**config.mk**
```make
export PLATFORM = sky130hd
export DESIGN_NAME = count_sequencer_flat
export DESIGN_NICKNAME = d
export VERILOG_FILES = /design/src/rtl/count_sequencer_if.sv /design/src/rtl/count_sequencer.sv /design/src/flat_wrapper.sv
export SDC_FILE = /design/constraint.sdc
export NUM_CORES = 1
export LEC_CHECK = 0
export ABC_CLOCK_PERIOD_IN_PS = 2450
export CORE_MARGIN = 1.5
export CORE_UTILIZATION = 56
export CTS_BUF_LIST = sky130_fd_sc_hd__clkbuf_16
export DETAILED_ROUTE_END_ITERATION = 7
export HOLD_SLACK_MARGIN = 0.12
export MAX_ROUTING_LAYER = met4
export PLACE_DENSITY = 0.9
export SYNTH_ARGS = -nofsm -noshare
export SYNTH_HDL_FRONTEND = slang
export SYNTH_SLANG_ARGS = --single-unit
```
**constraint.sdc**
```tcl
create_clock -name clk -period 2.45 [get_ports clk]
set_input_delay 0.49 -clock clk [delete_from_list [all_inputs] [get_ports clk]]
set_output_delay 0.49 -clock clk [all_outputs]
set_load 0.01 [all_outputs]
```
**src/rtl/count_sequencer_if.sv**
```systemverilog
// Control/status bundle between a run controller and the count sequencer.
// The controller side drives the run requests; the sequencer side returns the count and run flags.
interface count_sequencer_if #(
    parameter int WIDTH = 4
);
    logic             start;
    logic             stop;
    logic             hold;
    logic             dir_up;
    logic             periodic;
    logic [WIDTH-1:0] limit;
    logic [WIDTH-1:0] out;
    logic             busy;
    logic             tc;
    logic             done;

    modport master (
        output start, stop, hold, dir_up, periodic, limit,
        input  out, busy, tc, done
    );

    modport slave (
        input  start, stop, hold, dir_up, periodic, limit,
        output out, busy, tc, done
    );
endinterface

```
**src/rtl/count_sequencer.sv**
```systemverilog
// Sequenced up/down counter with prescaled stepping, terminal-count flag,
// one-shot or periodic runs, hold/resume and abort. All outputs are registered.
module count_sequencer #(
    parameter int WIDTH    = 4,
    parameter int PRESCALE = 1
) (
    input  logic              clk,
    input  logic              rstn,
    count_sequencer_if.slave  bus
);

    typedef enum logic [1:0] {
        IDLE = 2'd0,
        RUN  = 2'd1,
        HOLD = 2'd2
    } state_t;

    localparam logic [7:0]       PRESC_LAST = 8'(PRESCALE - 1);
    localparam logic [WIDTH-1:0] ZERO       = {WIDTH{1'b0}};
    localparam logic [WIDTH-1:0] ONE        = {{(WIDTH-1){1'b0}}, 1'b1};

    state_t           state_r, state_s;
    logic [WIDTH-1:0] out_r, out_s;
    logic [WIDTH-1:0] lim_r, lim_s;
    logic             dir_r, dir_s;
    logic             per_r, per_s;
    logic [7:0]       presc_r, presc_s;
    logic             busy_r, busy_s;
    logic             tc_r, tc_s;
    logic             done_r, done_s;

    logic [WIDTH-1:0] end_val_s;
    logic [WIDTH-1:0] start_val_s;
    logic [WIDTH-1:0] stepped_s;

    // Value the counter moves to on a step; sitting on the end value means a periodic reload
    always_comb begin
        end_val_s   = dir_r ? lim_r : ZERO;
        start_val_s = dir_r ? ZERO  : lim_r;
        if (out_r == end_val_s) begin
            stepped_s = start_val_s;
        end else if (dir_r) begin
            stepped_s = out_r + ONE;
        end else begin
            stepped_s = out_r - ONE;
        end
    end

    // Next-state and next-output logic; stop outranks every other request
    always_comb begin
        state_s = state_r;
        out_s   = out_r;
        lim_s   = lim_r;
        dir_s   = dir_r;
        per_s   = per_r;
        presc_s = presc_r;
        tc_s    = 1'b0;
        done_s  = 1'b0;
        case (state_r)
            IDLE: begin
                if (bus.stop) begin
                    out_s = ZERO;
                end else if (bus.start) begin
                    state_s = RUN;
                    out_s   = bus.dir_up ? ZERO : bus.limit;
                    presc_s = 8'd0;
                    lim_s   = bus.limit;
                    dir_s   = bus.dir_up;
                    per_s   = bus.periodic;
                end else begin
                    out_s = out_r;
                end
            end
            RUN, HOLD: begin
                if (bus.stop) begin
                    state_s = IDLE;
                    out_s   = ZERO;
                    done_s  = 1'b1;
                end else if (bus.hold) begin
                    state_s = HOLD;
                end else if (presc_r == PRESC_LAST) begin
                    // Leaving HOLD steps on the same edge so a hold of n edges delays by n
                    state_s = RUN;
                    presc_s = 8'd0;
                    out_s   = stepped_s;
                    if (stepped_s == end_val_s) begin
                        tc_s = 1'b1;
                        if (!per_r) begin
                            state_s = IDLE;
                            done_s  = 1'b1;
                        end else begin
                            state_s = RUN;
                        end
                    end else begin
                        tc_s = 1'b0;
                    end
                end else begin
                    state_s = RUN;
                    presc_s = presc_r + 8'd1;
                end
            end
            default: begin
                state_s = IDLE;
                out_s   = ZERO;
                presc_s = 8'd0;
            end
        endcase
        busy_s = (state_s != IDLE);
    end

    // State and output registers
    always_ff @(posedge clk or posedge rstn) begin
        if (rstn) begin
            state_r <= IDLE;
            out_r   <= ZERO;
            lim_r   <= ZERO;
            dir_r   <= 1'b0;
            per_r   <= 1'b0;
            presc_r <= 8'd0;
            busy_r  <= 1'b0;
            tc_r    <= 1'b0;
            done_r  <= 1'b0;
        end else begin
            state_r <= state_s;
            out_r   <= out_s;
            lim_r   <= lim_s;
            dir_r   <= dir_s;
            per_r   <= per_s;
            presc_r <= presc_s;
            busy_r  <= busy_s;
            tc_r    <= tc_s;
            done_r  <= done_s;
        end
    end

    assign bus.out  = out_r;
    assign bus.busy = busy_r;
    assign bus.tc   = tc_r;
    assign bus.done = done_r;

endmodule

```
**src/flat_wrapper.sv**
```systemverilog
// flat-port wrapper written by rule: the top's interface ports become plain ports
module count_sequencer_flat 
#(
    parameter int WIDTH    = 4,
    parameter int PRESCALE = 1
)
  (clk, rstn, bus_start, bus_stop, bus_hold, bus_dir_up, bus_periodic, bus_limit, bus_out, bus_busy, bus_tc, bus_done);
  count_sequencer_if #(.WIDTH(WIDTH)) bus_i ();
  input  logic clk;
  input  logic rstn;
  input wire logic [$bits(bus_i.start)-1:0] bus_start;
  input wire logic [$bits(bus_i.stop)-1:0] bus_stop;
  input wire logic [$bits(bus_i.hold)-1:0] bus_hold;
  input wire logic [$bits(bus_i.dir_up)-1:0] bus_dir_up;
  input wire logic [$bits(bus_i.periodic)-1:0] bus_periodic;
  input wire logic [$bits(bus_i.limit)-1:0] bus_limit;
  output wire logic [$bits(bus_i.out)-1:0] bus_out;
  output wire logic [$bits(bus_i.busy)-1:0] bus_busy;
  output wire logic [$bits(bus_i.tc)-1:0] bus_tc;
  output wire logic [$bits(bus_i.done)-1:0] bus_done;
  assign bus_i.start = bus_start;
  assign bus_i.stop = bus_stop;
  assign bus_i.hold = bus_hold;
  assign bus_i.dir_up = bus_dir_up;
  assign bus_i.periodic = bus_periodic;
  assign bus_i.limit = bus_limit;
  assign bus_out = bus_i.out;
  assign bus_busy = bus_i.busy;
  assign bus_tc = bus_i.tc;
  assign bus_done = bus_i.done;
  count_sequencer #(.WIDTH(WIDTH), .PRESCALE(PRESCALE)) u_core (.clk(clk), .rstn(rstn), .bus(bus_i));
endmodule
```
==> impl_metrics.json <==
{
  "status": "completed",
  "timing.fmax_mhz": 416,
  "first_global_vias": 1510,
  "io_pins": 18,
  "synth_edf_count": 0,
  "post-route-min-period_ns": 2.41,
  "core_um2": 2730,
  "port_buffers": 17,
  "worstRegToRegCells": 8,
  "p_total_mw": 2.29,
  "final_cells": 235,
  "hold_start": "u_core.presc_r[7]",
  "fillers": 192,
  "r2r_slack_ns": 0.04,
  "postPlaceCellArea_um2": 1810,
  "startpoint_type": "flip-flop",
  "grt_first_pass_wirelength_um": 7040,
  "gp_congestion": 0.935,
  "avgRoutedWirePerCell_um": 18.0,
  "yosys_warnings": 0,
  "layout-drive-gt1-share": 0.157,
  "cts_tree": "done",
  "ant_nets": 0,
  "ys_ff_latch": 23,
  "synth.cell_area_um2": 1590,
  "drc": 0,
  "dp_cells": 228,
  "worstPathRequired_ns": 2.65,
  "floorplan.initialDensity": 0.581,
  "crit_end": "u_core.bus.done",
  "hold_viol": 0,
  "rows": 19,
  "finalInstanceArea_um2": 1930,
  "routed_wl_um": 4240,
  "worstSkewPairLatency_ns": 0.26,
  "cts_buffers": 3,
  "finalSetupViolations": 0,
  "rsz0062_at_grt": "true",
  "grtUsageTotal": 0.299,
  "cp_max_fo": 6,
  "grt_max_degree": 24,
  "cts_max_path_buffers": 2,
  "clock_sinks": 23,
  "die_area_um2": 3160,
  "syn_inst": 180,
  "slew_violations": 0,
  "tightest_slew_ns": 0.447,
  "fin_crit_sh": 0.982,
  "p_leak_nw": 0.809,
  "vias": 1531,
  "routed_via_density": 6.51,
  "vdd_drop_max_mv": 0.745,
  "ys_seq_area_frac": 0.362,
  "synth.top_cells.by_area": "dfrtp_1 (36%), o21ai_0 (7.6%), nand2_1 (5.4%)",
  "min_path_type": "reg -> reg",
  "area_growth_pct": 21.8,
  "antenna_found_initial": 0,
  "slew_headroom": 0.701,
  "yosysTopAreaCell": "dfrtp_1",
  "overflow": 0,
  "syn_avg_cell_area_um2": 8.82,
  "cp.arrival_ns": 2.60,
  "synth-main-ff-cell": "dfrtp_1",
  "htree_levels": 1,
  "syn_nets": 198,
  "setup_tns_ns": 0,
  "fin_nets": 223,
  "startpoint": "u_core.bus.out[1]",
  "critPathKind": "reg -> reg",
  "num_antenna_cells": 0,
  "drv_cap": 0,
  "dpl.hpwl_um": 2910,
  "yosysTopAreaCellShare": 0.362,
  "reg2reg_to": "u_core.bus.done",
  "clockRootBuffer": "clkbuf_16",
  "ys_types": 49,
  "drt-initial-drc-count": 116,
  "skew_ns": 0.00175,
  "die_y_um": 56.2,
  "async_reset_ff_frac": 1.00,
  "dieWidth_um": 56.2,
  "r2r-start": "u_core.bus.out[1]",
  "power.density_nw_per_um2": 1180,
  "drt-pass1-iter-count": 4,
  "clk_pin_slew_worst_paths_ns": 0.06,
  "hold_buffers": 0,
  "endpoint_kind": "flip-flop",
  "holdWs_ns": 0.525
}
[state kept, by name, summed over array words and instances, names as in the netlist]
register / cells
u_core.bus.out: 4
u_core.dir_r: 1
u_core.bus.busy: 1
u_core.state_r: 2
u_core.per_r: 1
u_core.bus.done: 1
u_core.presc_r: 8
u_core.bus.tc: 1
u_core.lim_r: 4
[report_power, final]
| group | total [mW] | switching, mW | internal, mW |
|---|---|---|---|
| Clock | 0.371 | 0.150 | 0.220 |
| Sequential | 0.631 | 0.149 | 0.482 |
| Combinational | 1.29 | 0.718 | 0.569 |
[cells by family after synthesis]
kind of cell | synth area share
and+or+nand+nor | 0.221
AOI/OAI and AO/OA | 0.223
DFF | 0.362
buffers and inverters | 0.0378
muxes | 0.0741
adders and majority gates | 0.0599
xor gates and xnor gates | 0.0221
[worst max-delay path: stages (launching register included)]
cell	delay, ns
dfrtp_2	0.44
inv_2	0.08
fa_2	0.49
a22oi_2	0.16
o211ai_1	0.18
nor3_1	0.25
o211ai_1	0.14
nor4_2	0.40
a22o_1	0.20
[how the worst min path moves through the flow]
stage	endpoint	slack, ns	cells after the start
6_report	u_core.presc_r[7]	0.52	1
5_1_grt	u_core.presc_r[2]	0.56	1
4_1_cts	u_core.presc_r[7]	0.52	1
3_5_place_dp	u_core.presc_r[7]	0.52	1
3_3_place_gp	u_core.presc_r[7]	0.48	1
2_1_floorplan	u_core.presc_r[7]	0.45	1
[repair_timing]
action,CTS,global route
setup buffers,0,3
setup endpoints to repair,1,5
pin swaps,0,5
gates resized for setup,1,8
[cell usage in the layout, fill, tap and decap left out, types with 6 or more instances in the layout]
| cell type | count |
|---|---|
| nor2_1 | 13 |
| clkdlybuf4s50_1 | 17 |
| buf_4 | 8 |
| nand2_1 | 23 |
| nand3_1 | 6 |
| ha_1 | 6 |
| dfrtp_1 | 21 |
| o21ai_0 | 23 |
| mux2_2 | 6 |
| inv_1 | 7 |
[cell type report]
cell class,count,area (um2),share of cell area
Clock buffer,3,75.1,0.0388
Clock inverter,1,5.00,0.00259
Inverter,9,33.8,0.0175
Multi-Input combinational cell,143,973,0.503
Sequential cell,23,578,0.299
Tap cell,31,38.8,0.0201
Timing Repair Buffer,25,230,0.119
[through the flow]
step	setup WS [ns]	utilization
after floorplan	0.211	-
final	0.0448	0.708
after global placement	0.302	0.661
after CTS	0.0498	0.691
after detailed placement	0.0711	0.661
after global routing	-0.0245	0.708
[synth_stat cells, types with 2 or more instances]
cell type  number
o21ai_0        24
dfrtp_1        23
nand2_1        23
nor2_1         13
inv_1           8
ha_1            6
mux2_2          6
nand3_1         6
a22oi_1         5
mux2i_1         5
a21oi_1         4
nand2b_1        4
nor2b_1         4
and3_1          3
nor3_1          3
o211ai_1        3
xor2_1          3
a31oi_1         2
a32oi_1         2
buf_2           2
nand4_1         2
nor4_1          2
[layer usage]
metal  track usage  share of wire  vias up
met5             -              0        -
met1         0.347           0.39      738
li1              -              -      707
met2         0.492           0.52       66
met3        0.0512          0.053       20
met4         0.160          0.036        0
(Power assumes the default switching activity.)
